## src/rtl/fifo_wr_packer.sv

```systemverilog
// Write-side packer for the async FIFO: gathers RATIO narrow beats little-endian
// into one FIFO word and presents it to the FIFO through winc/wdata, honouring wfull.
module fifo_wr_packer #(
   parameter int IN_W  = 8,
   parameter int RATIO = 4,
   parameter int CNT_W = 16
) (
   input  logic                  wclk,
   input  logic                  rrst_n,
   input  logic                  s_valid,
   output logic                  s_ready,
   input  logic [IN_W-1:0]       s_data,
   input  logic                  s_last,
   input  logic                  wfull,
   output logic                  winc,
   output logic [IN_W*RATIO-1:0] wdata,
   output logic [CNT_W-1:0]      words_written
);

   localparam int WORD_W = IN_W * RATIO;
   localparam int LANE_W = $clog2(RATIO);
   localparam logic [LANE_W-1:0] LAST_LANE = LANE_W'(RATIO - 1);

   logic [WORD_W-1:0] r_acc;
   logic [LANE_W-1:0] r_lane;
   logic [WORD_W-1:0] r_wdata;
   logic              r_out_valid;
   logic [CNT_W-1:0]  r_words;

   logic              w_accept;
   logic              w_complete;
   logic [WORD_W-1:0] w_word;

   // Ready depends only on registered state, so s_valid never reaches s_ready.
   assign s_ready       = !r_out_valid || !wfull;
   assign winc          = r_out_valid && !wfull;
   assign wdata         = r_wdata;
   assign words_written = r_words;

   assign w_accept   = s_valid && s_ready;
   assign w_complete = w_accept && ((r_lane == LAST_LANE) || s_last);

   // Lanes below the current one come from the accumulator, lanes above are zero.
   always_comb begin
      w_word = '0;
      for (int i = 0; i < RATIO; i++) begin
         if (i < int'(r_lane))
            w_word[i*IN_W +: IN_W] = r_acc[i*IN_W +: IN_W];
         else if (i == int'(r_lane))
            w_word[i*IN_W +: IN_W] = s_data;
      end
   end

   always_ff @(posedge wclk or negedge rrst_n) begin
      if (!rrst_n) begin
         r_acc       <= '0;
         r_lane      <= '0;
         r_wdata     <= '0;
         r_out_valid <= 1'b0;
         r_words     <= '0;
      end else begin
         if (winc) begin
            r_out_valid <= 1'b0;
            r_words     <= r_words + CNT_W'(1);
         end
         // A completing word may load in the same cycle the previous one drains.
         if (w_accept) begin
            if (w_complete) begin
               r_wdata     <= w_word;
               r_out_valid <= 1'b1;
               r_lane      <= '0;
               r_acc       <= '0;
            end else begin
               r_acc  <= w_word;
               r_lane <= r_lane + LANE_W'(1);
            end
         end
      end
   end

endmodule

```

## config.mk

```make
export PLATFORM = sky130hd
export DESIGN_NAME = fifo_wr_packer
export DESIGN_NICKNAME = d
export VERILOG_FILES = /design/src/rtl/fifo_wr_packer.sv
export SDC_FILE = /design/constraint.sdc
export NUM_CORES = 1
export LEC_CHECK = 0
export CAP_MARGIN = 20
export CORE_MARGIN = 2
export CORE_UTILIZATION = 30
export DETAILED_ROUTE_END_ITERATION = 6
export GPL_TIMING_DRIVEN = 0
export PLACE_DENSITY = 0.56
export SETUP_SLACK_MARGIN = 0.3
export SLEW_MARGIN = 10
export SYNTH_ARGS = -nofsm -noshare
export SYNTH_HDL_FRONTEND = slang
export SYNTH_SLANG_ARGS = --single-unit
export TNS_END_PERCENT = 5
```

## constraint.sdc

```tcl
create_clock -name wclk -period 5.8 [get_ports wclk]
set_clock_uncertainty 0.15 [all_clocks]
set_input_delay 0.58 -clock wclk [delete_from_list [all_inputs] [get_ports wclk]]
set_output_delay 0.58 -clock wclk [all_outputs]
set_load 0.1 [all_outputs]
```

After elaboration in Yosys (flattened, before gate mapping)
Cells that the tools add are included.
- bits in registers: 75
- output and inout port bits: 50
- word-level logic and storage cells: 35
- add/sub/neg operators: 2
- order comparisons: 3
- equal/unequal tests: 4
- muxes and demuxes: 12
- reduce and logical (&&, ||, !) cells: 9
- operator list (cell ; count):
    $mux 8 ; 7
    $mux 24 ; 1
    $add 16x1->16 const B ; 1
    $eq 2x2->1 const A ; 2
    $lt 1x2->1 const A ; 2
    $logic_and 1x1->1 ; 3
    $mux 1 ; 3
    $add 2x1->2 const B ; 1
    $eq 1x2->1 const A ; 1
    $eq 2x2->1 const B ; 1
    $logic_not 1->1 ; 2
    $logic_not 2->1 ; 1
    $logic_or 1x1->1 ; 2
    $lt 2x2->1 const A ; 1
    $mux 2 ; 1
    $reduce_and 2->1 ; 1

Longest topological paths before layout
Gate-level depths: netlist (run 1).
- depth after elaboration: 6
- gate-level depth with buffers: 10
- mapped depth without buffers: 6

Worst setup path before layout (run 1)
No wires, ideal clock.
- path kind: flip-flop to flip-flop
- start point: reg r_words[5], in the netlist words_written[5]
- end point: reg r_words[12], in the netlist words_written[12]
- setup time: 163 ps
- data arrival time: 1835 ps
- slack: 3652 ps
- cell stages (with the launch flop): 5
- path buffers: 0
- period minus slack after synthesis: 2148 ps
- path through: dfrtp_1 -> and3_1 -> nand4_1 -> nor3_1 -> xor2_1
- longest elaborated chain between the ends: 1
- RTL lines (item ; RTL line ; RTL):
    start, declared ; 28 ; logic [CNT_W-1:0] r_words;
    start signal, assigned ; 64 ; r_words <= r_words + CNT_W'(1);
    $add 16x1->16 ; 64 ;
No other way between the ends.
A chain may end at the register's enable or synchronous reset.

Worst setup path after layout (run 1)
- start point: in wfull
- end point: out winc
- longest elaborated chain between the ends: 2
- RTL lines (item ; RTL line ; RTL):
    start, declared ; 14 ; input logic wfull,
    $logic_not 1->1 ; 36 ; assign winc = r_out_valid && !wfull;
    $logic_and 1x1->1 ; 36 ;
    end, declared ; 15 ; output logic winc,
No other way between the ends.

==> summary.txt, run 1 <==
CTS
  • Root buffer cell: clkbuf_8
  • Max H-tree Level: 3
  • Clock Sinks: 75
  • CTS tree: done
  • Post-CTS Hold Fix Bufs: 0
  • Cts repair resizes: 0
  • Clock slew at reported path FFs: 0.08 ns
  • Postcts setup bufs: 0
  • TritonCTS Buffers: 9
  • Clk_lat worst skew: around 0.35 ns
  • Worst-case clock buffer depth: 2

Logic synthesis
  • Synth area leaders: dfrtp_1, a22oi_1, a22o_1, a21oi_1, nor2_1
  • Yosys warning count: 0
  • Post-Synthesis Net Count: between 300 and 400
  • Post-synthesis register bit count: 75
  • Mapped Area: roughly 3300 um^2
  • Post-synthesis sequential area ratio: 0.565
  • Top cell type's share of synthesized area: 0.565
  • Avg Inst Size Synth: around 11 um^2
  • Post-Syn Instances: around 300
  • Synth area leader: dfrtp_1
  • Cell variety after synth: 33

Final layout
  • Seq. cell area: ~1900 um^2
  • Share of layout cells above drive strength 1: 0.110
  • Diode count: 0
  • Multi-input logic area: approximately 1300 um^2
  • Finished Layout Cells: ~520
  • Fill cells: 1114
  • Commonest non-fill, non-tap cell in the layout: dfrtp_1
  • Final net count: around 400
  • Final Cell Area: 4360 um^2
  • Finished Core Util: 0.402
  • Area grow syn2layout: 31.1%
  • Most frequent cells in the layout: dfrtp_1, clkdlybuf4s50_1, a22oi_1, nor2_1, a21oi_1

Timing
  • RSZ-0062 raised after global routing: no
  • Setup_tns: 0 ns
  • Final Hold Fails: 0
  • Worst hold margin: about 0.020 ns
  • Max Clock Freq: about 0.31 GHz
  • Pins Over Slew Limit: 0
  • Actual slew at the worst max-slew pin: between 0.9 and 1 ns
  • Slew margin rel.: 0.332
  • Setup ws final: approximately 2.6 ns
  • Final Critical Period: between 3 and 4 ns
  • Final Cycle Share: 0.557
  • Setup Viol. Count Final: 0

Setup path
  • CP Launch Type: input port
  • CP arrival: between 2 and 3 ns
  • Worst Setup Path Type: in -> out
  • Critical Path End Type: output pin
  • Worst EP required: 5.07 ns
  • Crit path max fanout: 9

Detailed routing
  • WL final: slightly above 8 mm
  • Vias per cell: just under 5
  • First-pass DRT Iterations: 4
  • Remaining antenna violation count: 0
  • Initial DRC Count: 140
  • Drc violations: 0
  • Total number of vias: approximately 2600
  • Routed wire per std cell: between 15 and 20 um

Run
  • Max-Cap Viols: 0

Pwr
  • Peak VDD IR: around 300 uV
  • Leakage: 1.89 nW
  • Power density cells: between 400 and 500 nW/um^2
  • Tot Pwr: 2.06 mW

Place
  • Setup WS pre-CTS: about 2.6 ns
  • Final HPWL DP: roughly 5.6 mm
  • Final RePlAce weighted congestion: a little under 0.8
  • # placed instances: roughly 500
  • Port bufs: 62
  • Dpl cell area: 4140 um^2

Die
  • Die Y: approximately 110 um
  • Starting density of the core: 0.307
  • Ports: 63
  • Full die area: about 12000 um^2
  • Core area: ~11000 um^2
  • Width of the chip: 109 um
  • Row cnt: 38

GRT
  • GRT Total Usage: 0.148
  • GR Overflow Total: 0
  • Vias in the first global route: about 2600
  • First-pass GRT wire length: ~13 mm
  • Initial antenna violation count: 0
  • Largest net degree at the start of global routing: 44

Outcome
  • Outcome: complete, no violations

Worst hold path
  • Worst Hold Class: in -> async
-- synth_stat cells (all sizes together) --
master and instances:
dfrtp 75, a22oi 32, nor2 31, a21oi 24
nand2 22, o21ai 19, buf 18, a22o 16
mux2i 8, xor2 8, nand3 7, xnor2 7
ha 6, inv 5, nor2b 5, and3 4
clkbuf 4, nand4 4, nor3 3, a21bo 1
and2 1, and4 1, mux2 1, nor4 1
or2 1
-- cell families after synthesis --
group                      synth area share
buffers and inverters                0.0448
and+or+nand+nor                       0.117
adders and majority gates            0.0226
AOI/OAI and AO/OA                     0.183
xor gates and xnor gates             0.0395
muxes                                0.0275
DFF                                   0.565
-- layout make-up --
type / instances / area share
multi-input combinational: 202 / 0.298
clock buffer: 12 / 0.0379
tap: 140 / 0.0402
buffer: 22 / 0.0299
timing repair buffer: 63 / 0.148
inverter: 5 / 0.00431
clock inverter: 4 / 0.0109
sequential: 75 / 0.431
-- worst paths after layout --
check,slack (ns),end,from,depth (start not counted)
worst max-delay path,2.57,winc,wfull,4
worst min-delay path,0.02,words_written[2]$_DFFE_PN0P_,rrst_n,1
worst max register to register,3.31,r_acc[8]$_DFFE_PN0P_,r_lane[1]$_DFFE_PN0P_,10
worst min register to register,0.32,words_written[15]$_DFFE_PN0P_,words_written[15]$_DFFE_PN0P_,1
max in group asynchronous,4.90,wdata[23]$_DFFE_PN0P_,rrst_n,2
min in group wclk,0.32,words_written[15]$_DFFE_PN0P_,words_written[15]$_DFFE_PN0P_,1
-- worst max-delay path: stages --
cell,delay (ns)
clkdlybuf4s50_1,0.46
nor2b_1,0.13
buf_4,0.18
clkdlybuf4s50_1,1.15
-- power by group --
group / total (mW) / leakage [nW] / switching [mW] / internal [mW]
clock: 0.427 / 0.108 / 0.194 / 0.233
combinational: 0.937 / 0.824 / 0.707 / 0.230
sequential: 0.695 / 0.960 / 0.0755 / 0.619
total: 2.06 / 1.89 / 0.977 / 1.08
-- per-layer routing --
layer | share of wire | GRT usage | up-vias
li1 | - | - | 1223
met1 | 0.46 | 0.196 | 1264
met2 | 0.48 | 0.246 | 76
met3 | 0.050 | 0.0323 | 9
met4 | 0.010 | 0.0407 | 0
met5 | 0 | 0 | -
-- flip-flops by register name, indices dropped and copies added, names as in the netlist --
signal	flops
r_acc	24
r_lane	2
r_out_valid	1
wdata	32
words_written	16
(Power assumes the default switching activity.)
==> run 2: changes to the inputs <==
- PLACE_DENSITY: 0.56 -> 0.58
- clock period: 5.8 -> 2.7 ns (I/O delays scaled with it)
==> run 2 against run 1 <==
Sequential share of layout area decreased by 0.17 points. Critical path type is now reg -> out. Critical path depth decreased by 2. Clock-buffer cell count decreased by 3. Non-clock buffer count increased by 1. Worst hold slack improved by 0.25 ns. Via count increased by 1.3%.
==> summary.txt, run 2 (synthesis results as in run 1) <==
Outcome
  • Outcome: complete, no violations

Pwr
  • Tot Pwr: 4.49 mW
  • Power density cells: 1030 nW/um^2
  • Leakage: about 1.9 nW
  • Peak VDD IR: about 760 uV

GRT
  • GRT Total Usage: 0.150
  • Largest net degree at the start of global routing: 39
  • First-pass GRT wire length: between 10 and 15 mm
  • Vias in the first global route: approximately 2600
  • Initial antenna violation count: 0
  • GR Overflow Total: 0

Setup path
  • FF-to-FF End: r_acc[10]$_DFFE_PN0P_
  • Crit path max fanout: 4
  • FF-to-FF setup slack: around 0.40 ns
  • Worst EP required: 2.28 ns
  • Worst r2r src: r_lane[1]$_DFFE_PN0P_
  • CP arrival: approximately 2.0 ns
  • Critical Path End Type: output pin
  • CP Launch Type: register
  • Worst Setup Path Type: reg -> out
  • FF-to-FF path depth: 10

Timing
  • Worst hold margin: 0.273 ns
  • Final Cycle Share: 0.893
  • Setup Viol. Count Final: 0
  • Pins Over Slew Limit: 0
  • Max Clock Freq: 0.415 GHz
  • Final Critical Period: roughly 2.4 ns
  • Actual slew at the worst max-slew pin: roughly 0.99 ns
  • Slew margin rel.: 0.336
  • Setup_tns: 0 ns
  • Final Hold Fails: 0
  • RSZ-0062 raised after global routing: yes

Final layout
  • Commonest non-fill, non-tap cell in the layout: dfrtp_1
  • Largest register FFs: 32
  • Diode count: 0
  • Share of layout cells above drive strength 1: 0.112
  • Most frequent cells in the layout: dfrtp_1, clkdlybuf4s50_1, a22oi_1, nor2_1, a21oi_1
  • Final net count: 398
  • Area grow syn2layout: 31.6%

Worst hold path
  • Worst Hold Class: in -> async

Place
  • Final RePlAce weighted congestion: approximately 0.76
  • Final HPWL DP: between 5 and 6 mm
  • Port bufs: 62

Die
  • Core area: 10800 um^2
  • Full die area: 11900 um^2
  • Width of the chip: 109 um
  • Die Y: roughly 110 um
  • Ports: 63
  • Row cnt: 38
  • Starting density of the core: 0.307

CTS
  • Clk_lat worst skew: roughly 0.35 ns
  • Root buffer cell: clkbuf_8
  • CTS tree: done
  • TritonCTS Buffers: 9
  • Clock Sinks: 75
  • Max H-tree Level: 3
  • Worst-case clock buffer depth: 2
  • Clock slew at reported path FFs: around 0.080 ns
  • Postcts setup bufs: 0

Detailed routing
  • Vias per cell: 4.97
  • Initial DRC Count: around 150
  • First-pass DRT Iterations: 4
  • WL final: around 8.4 mm
  • Routed wire per std cell: 16.0 um
  • Drc violations: 0
  • Total number of vias: approximately 2600
  • Remaining antenna violation count: 0

Run
  • Max-Cap Viols: 0
## run 2: per-layer routing
layer  GRT usage  part of all wire  vias up
li1            -                 -     1229
met1       0.207              0.47     1296
met5           0                 0        -
met4      0.0362             0.011        0
met2       0.236              0.47       69
met3      0.0371             0.050       11
## run 2: worst max path at each step
stage | from | to | slack, ns | depth (start not counted)
global placement | rrst_n | wdata[19]$_DFFE_PN0P_ | -1.44 | 1
CTS | r_lane[1]$_DFFE_PN0P_ | r_acc[10]$_DFFE_PN0P_ | 0.21 | 10
floorplan | words_written[5]$_DFFE_PN0P_ | words_written[12]$_DFFE_PN0P_ | 0.55 | 4
global route | r_lane[1]$_DFFE_PN0P_ | r_acc[13]$_DFFE_PN0P_ | 0.23 | 10
finish | r_out_valid$_DFF_PN0_ | s_ready | 0.29 | 2
detailed placement | wfull | winc | 0.08 | 4
## run 2: repair_timing
action / 4_1_cts / 5_1_grt
setup endpoints to repair: 12 / 25
endpoints found under the hold margin: 37 / 0
hold buffers: 1 / 0
gates resized for setup: 1 / 2
## run 2: cell type report
class                           count  area [um^2]
Fill cell                        1081         6470
Clock inverter                      7          101
Tap cell                          140          175
Clock buffer                        9          124
Buffer                             22          131
Multi-Input combinational cell    202         1300
Sequential cell                    75         1880
Inverter                            5         18.8
Timing Repair Buffer               64          649
## run 2: stage by stage
step	cell area (um^2)	worst slack, ns	utilization	cells
detailed placement	4140	0.0787	0.382	507
finish	4370	0.288	0.404	524
floorplan	3320	0.552	-	304
global route	4370	0.227	0.404	524
global placement	4120	-1.44	0.380	506
CTS	4370	0.207	0.403	524
## run 2: critical path: stages (launching register included)
cell             delay (ns)
dfrtp_1                0.40
nand2_2                0.10
clkdlybuf4s50_1        1.15
## run 2: report_power, final
group          internal, mW  total [mW]  switching [mW]
combinational         0.494        2.02            1.52
clock                 0.526       0.978           0.451
sequential             1.33        1.50           0.166
total                  2.35        4.49            2.14
